<file path="config.mk">
export PLATFORM = sky130hd
export DESIGN_NAME = bids_nway
export DESIGN_NICKNAME = d
export VERILOG_FILES = /design/src/rtl/bids_nway_pkg.sv /design/src/rtl/bids_nway_maxsel.sv /design/src/rtl/bids_nway.sv
export SDC_FILE = /design/constraint.sdc
export NUM_CORES = 2
export LEC_CHECK = 0
export CORE_ASPECT_RATIO = 0.9
export CORE_MARGIN = 2
export CORE_UTILIZATION = 47
export CTS_BUF_LIST = sky130_fd_sc_hd__clkbuf_8 sky130_fd_sc_hd__clkbuf_16
export DETAILED_ROUTE_END_ITERATION = 8
export GPL_ROUTABILITY_DRIVEN = 1
export MAX_ROUTING_LAYER = met4
export PLACE_DENSITY = 0.69
export SYNTH_ARGS = -nofsm -noshare
export SYNTH_HDL_FRONTEND = slang
export SYNTH_SLANG_ARGS = --single-unit
</file>
<file path="constraint.sdc">
create_clock -name clk -period 20.9 [get_ports clk]
set_input_delay 3.135 -clock clk [delete_from_list [all_inputs] [get_ports clk]]
set_output_delay 3.135 -clock clk [all_outputs]
set_load 0.02 [all_outputs]
</file>
<file path="src/rtl/bids_nway_pkg.sv">
// Shared types and code constants for the n-way sealed-bid auction block.
// States, control opcodes and the two error-code alphabets live here.
package bids_nway_pkg;

  typedef enum logic [1:0] {
    ST_UNLOCKED = 2'd0,
    ST_LOCKED   = 2'd1,
    ST_ROUND    = 2'd2,
    ST_SETTLE   = 2'd3
  } state_t;

  typedef enum logic [3:0] {
    OP_NOP         = 4'd0,
    OP_UNLOCK      = 4'd1,
    OP_LOCK        = 4'd2,
    OP_LOAD_BAL    = 4'd3,
    OP_SET_MASK    = 4'd4,
    OP_SET_RESERVE = 4'd5,
    OP_SET_COST    = 4'd6
  } op_t;

  localparam logic [2:0] ERR_NONE     = 3'b000;
  localparam logic [2:0] ERR_BAD_KEY  = 3'b001;
  localparam logic [2:0] ERR_UNLOCKED = 3'b010;
  localparam logic [2:0] ERR_STATE    = 3'b011;
  localparam logic [2:0] ERR_BAD_OP   = 3'b100;
  localparam logic [2:0] ERR_START    = 3'b101;

  localparam logic [1:0] BERR_NONE   = 2'b00;
  localparam logic [1:0] BERR_MASKED = 2'b01;
  localparam logic [1:0] BERR_FUNDS  = 2'b10;
  localparam logic [1:0] BERR_STATE  = 2'b11;

endpackage

</file>
<file path="src/rtl/bids_nway_maxsel.sv">
// Argmax over valid bids: highest amount wins, ties resolve to the lowest index.
module bids_nway_maxsel #(
  parameter int N = 4,
  parameter int W = 16,
  localparam int IW = $clog2(N)
) (
  input  logic [N-1:0]        valid,
  input  logic [N-1:0][W-1:0] amt,
  output logic                found,
  output logic [IW-1:0]       idx,
  output logic [W-1:0]        max_amt
);

  // NOTE: combinational logic uses blocking assignments and gives every output a
  // default first, so the loop-carried values chain correctly and no latch is inferred.
  always_comb begin
    found   = 1'b0;
    idx     = '0;
    max_amt = '0;
    for (int i = 0; i < N; i++) begin
      // Strict '>' keeps the earlier (lower) index on equal amounts.
      if (valid[i] && (!found || amt[i] > max_amt)) begin
        found   = 1'b1;
        idx     = IW'(i);
        max_amt = amt[i];
      end
    end
  end

endmodule

</file>
<file path="src/rtl/bids_nway.sv">
// N-way auction: keyed control interface, per-bidder balances and fees,
// round open/close on C_start edges, and a single-cycle settle with reserve check.
module bids_nway
  import bids_nway_pkg::*;
#(
  parameter int N_BIDDERS = 4,
  parameter int AMT_W     = 16,
  parameter int BAL_W     = 32,
  localparam int SEL_W    = $clog2(N_BIDDERS)
) (
  input  logic                            clk,
  input  logic                            reset_n,
  input  logic [N_BIDDERS-1:0]            bid,
  input  logic [N_BIDDERS-1:0][AMT_W-1:0] bidAmt,
  input  logic [N_BIDDERS-1:0]            retract,
  input  logic                            C_start,
  input  logic [3:0]                      C_op,
  input  logic [SEL_W-1:0]                C_sel,
  input  logic [BAL_W-1:0]                C_data,
  output logic [N_BIDDERS-1:0]            ack,
  output logic [N_BIDDERS-1:0]            win,
  output logic [N_BIDDERS-1:0][1:0]       bidErr,
  output logic [2:0]                      err,
  output logic [N_BIDDERS-1:0][BAL_W-1:0] balance,
  output logic [BAL_W-1:0]                maxBid,
  output logic                            ready,
  output logic                            roundOver
);

  state_t                            state, next_state;
  logic                              start_q;
  logic [BAL_W-1:0]                  key, reserve, cost;
  logic [N_BIDDERS-1:0]              enable;
  logic [N_BIDDERS-1:0]              held_valid;
  logic [N_BIDDERS-1:0][AMT_W-1:0]   held_amt;
  logic [N_BIDDERS-1:0]              afford;
  logic [2:0]                        err_next;
  logic                              start_rise, start_fall, op_valid, cfg_op;
  logic                              best_found, win_ok;
  logic [SEL_W-1:0]                  best_idx;
  logic [AMT_W-1:0]                  best_amt;

  assign start_rise = C_start & ~start_q;
  assign start_fall = ~C_start & start_q;
  assign op_valid   = (C_op <= OP_SET_COST);
  assign cfg_op     = (C_op >= OP_LOCK) && (C_op <= OP_SET_COST);
  assign ready      = (state == ST_LOCKED);

  bids_nway_maxsel #(.N(N_BIDDERS), .W(AMT_W)) u_maxsel (
    .valid   (held_valid),
    .amt     (held_amt),
    .found   (best_found),
    .idx     (best_idx),
    .max_amt (best_amt)
  );

  assign win_ok = best_found && (BAL_W'(best_amt) >= reserve);

  // One extra bit so cost + amount cannot wrap before the compare.
  always_comb begin
    afford = '0;
    for (int i = 0; i < N_BIDDERS; i++)
      afford[i] = {1'b0, balance[i]} >= ({1'b0, cost} + (BAL_W+1)'(bidAmt[i]));
  end

  always_comb begin
    next_state = state;
    err_next   = ERR_NONE;
    case (state)
      ST_UNLOCKED: begin
        if (!op_valid)                         err_next = ERR_BAD_OP;
        else if (C_op == OP_UNLOCK)            err_next = ERR_UNLOCKED;
        else if (C_op == OP_LOCK)              next_state = ST_LOCKED;
        if (err_next == ERR_NONE && start_rise) err_next = ERR_START;
      end
      ST_LOCKED: begin
        if (!op_valid)                         err_next = ERR_BAD_OP;
        else if (C_op == OP_UNLOCK) begin
          if (C_data == key)                   next_state = ST_UNLOCKED;
          else                                 err_next = ERR_BAD_KEY;
        end
        else if (cfg_op)                       err_next = ERR_STATE;
        if (next_state == ST_LOCKED && start_rise) next_state = ST_ROUND;
      end
      ST_ROUND: begin
        if (C_op != OP_NOP)                    err_next = ERR_STATE;
        if (start_fall)                        next_state = ST_SETTLE;
      end
      default: begin
        if (C_op != OP_NOP)                    err_next = ERR_STATE;
        next_state = ST_LOCKED;
      end
    endcase
  end

  // NOTE: sequential state uses non-blocking assignments only, so every register
  // samples the pre-edge values regardless of statement order.
  always_ff @(posedge clk) begin
    if (!reset_n) begin
      state   <= ST_UNLOCKED;
      start_q <= 1'b0;
      err     <= ERR_NONE;
      key     <= '0;
      enable  <= '1;
      reserve <= '0;
      cost    <= BAL_W'(1);
    end else begin
      state   <= next_state;
      start_q <= C_start;
      err     <= err_next;
      if (state == ST_UNLOCKED) begin
        case (C_op)
          OP_LOCK:        key     <= C_data;
          OP_SET_MASK:    enable  <= C_data[N_BIDDERS-1:0];
          OP_SET_RESERVE: reserve <= C_data;
          OP_SET_COST:    cost    <= C_data;
          default: ;
        endcase
      end
    end
  end

  // NOTE: held_amt is deliberately left out of reset; held_valid qualifies it,
  // while balances are architecturally visible and must clear.
  always_ff @(posedge clk) begin
    if (!reset_n) begin
      balance    <= '0;
      held_valid <= '0;
      maxBid     <= '0;
      ack        <= '0;
      win        <= '0;
      bidErr     <= '0;
      roundOver  <= 1'b0;
    end else begin
      ack       <= '0;
      win       <= '0;
      bidErr    <= '0;
      roundOver <= 1'b0;
      if (state == ST_LOCKED && next_state == ST_ROUND) held_valid <= '0;
      for (int i = 0; i < N_BIDDERS; i++) begin
        if (state == ST_UNLOCKED && C_op == OP_LOAD_BAL && C_sel == SEL_W'(i))
          balance[i] <= C_data;
        if (bid[i]) begin
          if (state != ST_ROUND)  bidErr[i] <= BERR_STATE;
          else if (!enable[i])    bidErr[i] <= BERR_MASKED;
          else if (!afford[i])    bidErr[i] <= BERR_FUNDS;
          else begin
            ack[i]        <= 1'b1;
            balance[i]    <= balance[i] - cost;
            held_valid[i] <= 1'b1;
            held_amt[i]   <= bidAmt[i];
          end
        end else if (retract[i] && state == ST_ROUND) begin
          held_valid[i] <= 1'b0;
        end
        if (state == ST_SETTLE && win_ok && best_idx == SEL_W'(i)) begin
          win[i]     <= 1'b1;
          balance[i] <= balance[i] - BAL_W'(best_amt);
        end
      end
      if (state == ST_SETTLE) begin
        roundOver <= 1'b1;
        maxBid    <= win_ok ? BAL_W'(best_amt) : '0;
      end
    end
  end

endmodule

</file>
==> flow_metrics.py <==
metrics = {
    "grt": {
        "grt_pass1_vias": 30946,
        "grt_max_degree": 78,
        "use_met3": 0.0849,
        "busiest_layer": "met2",
        "antenna_found_initial": 4,
        "grt.overflow.total": 0,
        "grt_pass1_wl_um": 195000,
        "grtUsageMet2": 0.532,
        "track_usage": 0.362,
        "grt.met1_usage": 0.487,
    },
    "clocking": {
        "clk_pin_slew_ns": 0.06,
        "cts_sinks": 335,
        "cts_tree": "yes",
        "cts_resized": 0,
        "cts_buffers": 43,
        "postCtsSetupBuffers": 0,
        "cts_root_buffer": "clkbuf_16",
        "cts_hold_buffers": 0,
        "htreeDepth": 2,
        "clock_path_buffers": 3,
        "insertion_delay_ns": 0.61,
    },
    "power_and_ir_drop": {
        "irDropWorstVdd_mv": 0.0568,
        "cellLeakagePower_nw": 16.3,
        "pwr_density_cell_nw_per_um2": 49.0,
    },
    "setup_path": {
        "timing_worst_setup_path_type": "register to register",
        "crit_slowest_cell": "o31a_1",
        "cp-end-kind": "register",
        "cp_top_family": "compound AO/OA/AOI/OAI gates",
        "crit_path_max_fanout": 24,
        "cpPeakStageDelay_ns": 0.94,
        "critPathLaunchType": "register",
        "crit_required_ns": 21.39,
        "crit_buf_inv": 8,
        "critPathMostFrequentCell": "inv_1",
        "arrival_ns": 11.29,
    },
    "route": {
        "wl_per_cell_um": 24.9,
        "drt_iter0_markers": 4258,
        "vias_per_cell": 6.26,
        "vias": 33639,
        "drc": 0,
        "wirelength_um": 134000,
        "drt_pre_antenna_iters": 6,
        "ant_nets": 0,
    },
    "sta": {
        "min_period_over_period": 0.517,
        "skew_ns": 0.0158,
        "relSlewSlack": 0.120,
        "hold_violations": 0,
        "max_freq_mhz": 92.6,
        "setup_viol_count_final": 0,
        "timing.hold.ws_ns": 0.466,
        "setup_tns_ns": 0,
        "maxSlewViolCount": 0,
        "max_slew.worst_pin.slew_ns": 1.31,
        "rsz0062_at_grt": "no",
        "finalCriticalPeriod_ns": 10.80,
    },
    "cells_and_area": {
        "seq_area_um2": 7350,
        "area.growth.synth_to_final_pct": 15.2,
        "finish.net_count": 4959,
        "layout_common_cells": "nand2_1, ha_1, a21oi_1",
        "layout-drive-gt1-share": 0.0524,
        "nFillCells": 6722,
        "fin_area_um2": 38300,
        "mostFrequentLayoutCell": "nand2_1",
        "fin_util": 0.547,
        "multi_input_area_um2": 24400,
    },
    "outcome": {
        "status": "complete, no violations",
    },
    "yosys": {
        "synth-seq-cells": 335,
        "synth-edff-count": 64,
        "synth_async_sr_flop_share": 0,
        "synth_area_leaders": "ha_1, dfxtp_1, a21oi_1",
        "synthCells": 4185,
        "post-synth-top-area-fraction": 0.167,
        "synth_cell_type_count": 95,
        "synth_ff_type": "dfxtp_1",
        "synth_top_cell_by_area": "ha_1",
        "yosysSeqAreaShare": 0.221,
        "ys.warnings.count": 0,
        "avgSynthCellArea_um2": 7.94,
        "syn_area_um2": 33200,
    },
    "die": {
        "die_y_um": 256,
        "row_count": 92,
        "ioPinCount": 294,
        "fp.dieW_um": 284,
        "start_util": 0.475,
        "design.core.area_um2": 70000,
        "die_area_um2": 72900,
    },
    "hold_path": {
        "hp-class": "register to register",
    },
    "place": {
        "gp_congestion": 1.02,
        "placed_area_um2": 36800,
        "port_buffers": 277,
        "dp_hpwl_um": 104000,
    },
    "flow_run": {
        "maxCapViolations": 0,
    },
}
[cell type report]
type / instances / share of cell area
Antenna cell: 6 / 0.000392
Inverter: 176 / 0.0174
Clock buffer: 54 / 0.0321
Clock inverter: 25 / 0.00546
Sequential cell: 335 / 0.192
Tap cell: 940 / 0.0307
Timing Repair Buffer: 338 / 0.0842
Multi-Input combinational cell: 3496 / 0.638
[worst paths after layout]
kind                                     from           to  slack, ns  depth (start not counted)
worst min-delay path                  key[27]      key[27]       0.47                          2
worst min register to register        key[27]      key[27]       0.47                          2
worst max register to register  held_valid[0]  balance[20]      10.10                         37
worst max-delay path            held_valid[0]  balance[20]      10.10                         37
[worst register-to-register path, delay by kind of cell, from the launching register on]
kind | cells | cell delay [ns]
mux | 2 | 0.92
buf+inv | 8 | 1.43
compound gates | 14 | 4.56
fa+ha+maj | 4 | 1.12
flops | 1 | 0.87
simple gates | 9 | 1.76
[state kept, by name (all words and copies together), names as in the netlist, 4 cells and up]
name        flops
ack             4
balance       128
bidErr          8
cost           32
enable          4
held_amt       64
held_valid      4
key            32
maxBid         16
reserve        32
win             4
[through the flow]
stage	worst slack (ns)	instances	power, mW
CTS	10.24	5364	1.86
floorplan	11.73	4200	0.965
global placement	10.36	5285	1.09
finish	10.10	5370	1.88
global route	9.28	5368	1.93
detailed placement	10.33	5285	1.10
[cell families (layout without fill, tap and decap cells)]
group	Yosys count	after routing	share of synthesized area
fa+ha+maj	456	456	0.174
mux	182	182	0.0568
buf+inv	369	593	0.0470
compound gates	1175	1175	0.222
simple gates	1321	1321	0.187
xor+xnor	346	346	0.0912
other cells	1	22	0.000113
flops	335	335	0.221
[Yosys cell counts (13+ instances only)]
cell type / n
mux2i_1: 129
and2_1: 18
nand2b_1: 60
xnor2_1: 231
o31ai_1: 18
and4_1: 15
o2111ai_1: 13
nor2_1: 324
buf_2: 33
clkbuf_1: 122
nor3_1: 80
o22ai_1: 34
or4_1: 22
a21oi_1: 421
or3_1: 19
nor4_1: 39
mux2_2: 53
a21o_1: 84
o21a_1: 48
ha_1: 444
o31a_1: 14
nand4_1: 46
a22oi_1: 18
o211ai_1: 38
a31oi_1: 21
buf_4: 23
a211oi_1: 64
and3_1: 30
xor2_1: 115
nand2_1: 481
o21ai_0: 217
edfxtp_1: 64
inv_1: 171
o21ai_1: 20
o21bai_1: 24
dfxtp_1: 271
nor2b_1: 55
nand3_1: 88
[report_power, final]
| part | total [mW] | internal (mW) | switching, mW |
|---|---|---|---|
| clock network | 0.780 | 0.443 | 0.337 |
| registers | 0.679 | 0.666 | 0.0133 |
| logic | 0.417 | 0.170 | 0.246 |
[layer usage]
layer  wire length (um)  vias to the layer above
met2              56600                     1909
li1                   -                    15636
met1              56300                    15793
met3              16300                      301
met4               4670                        0
met5                  0                        -
Power figures use the tool's default switching activity.
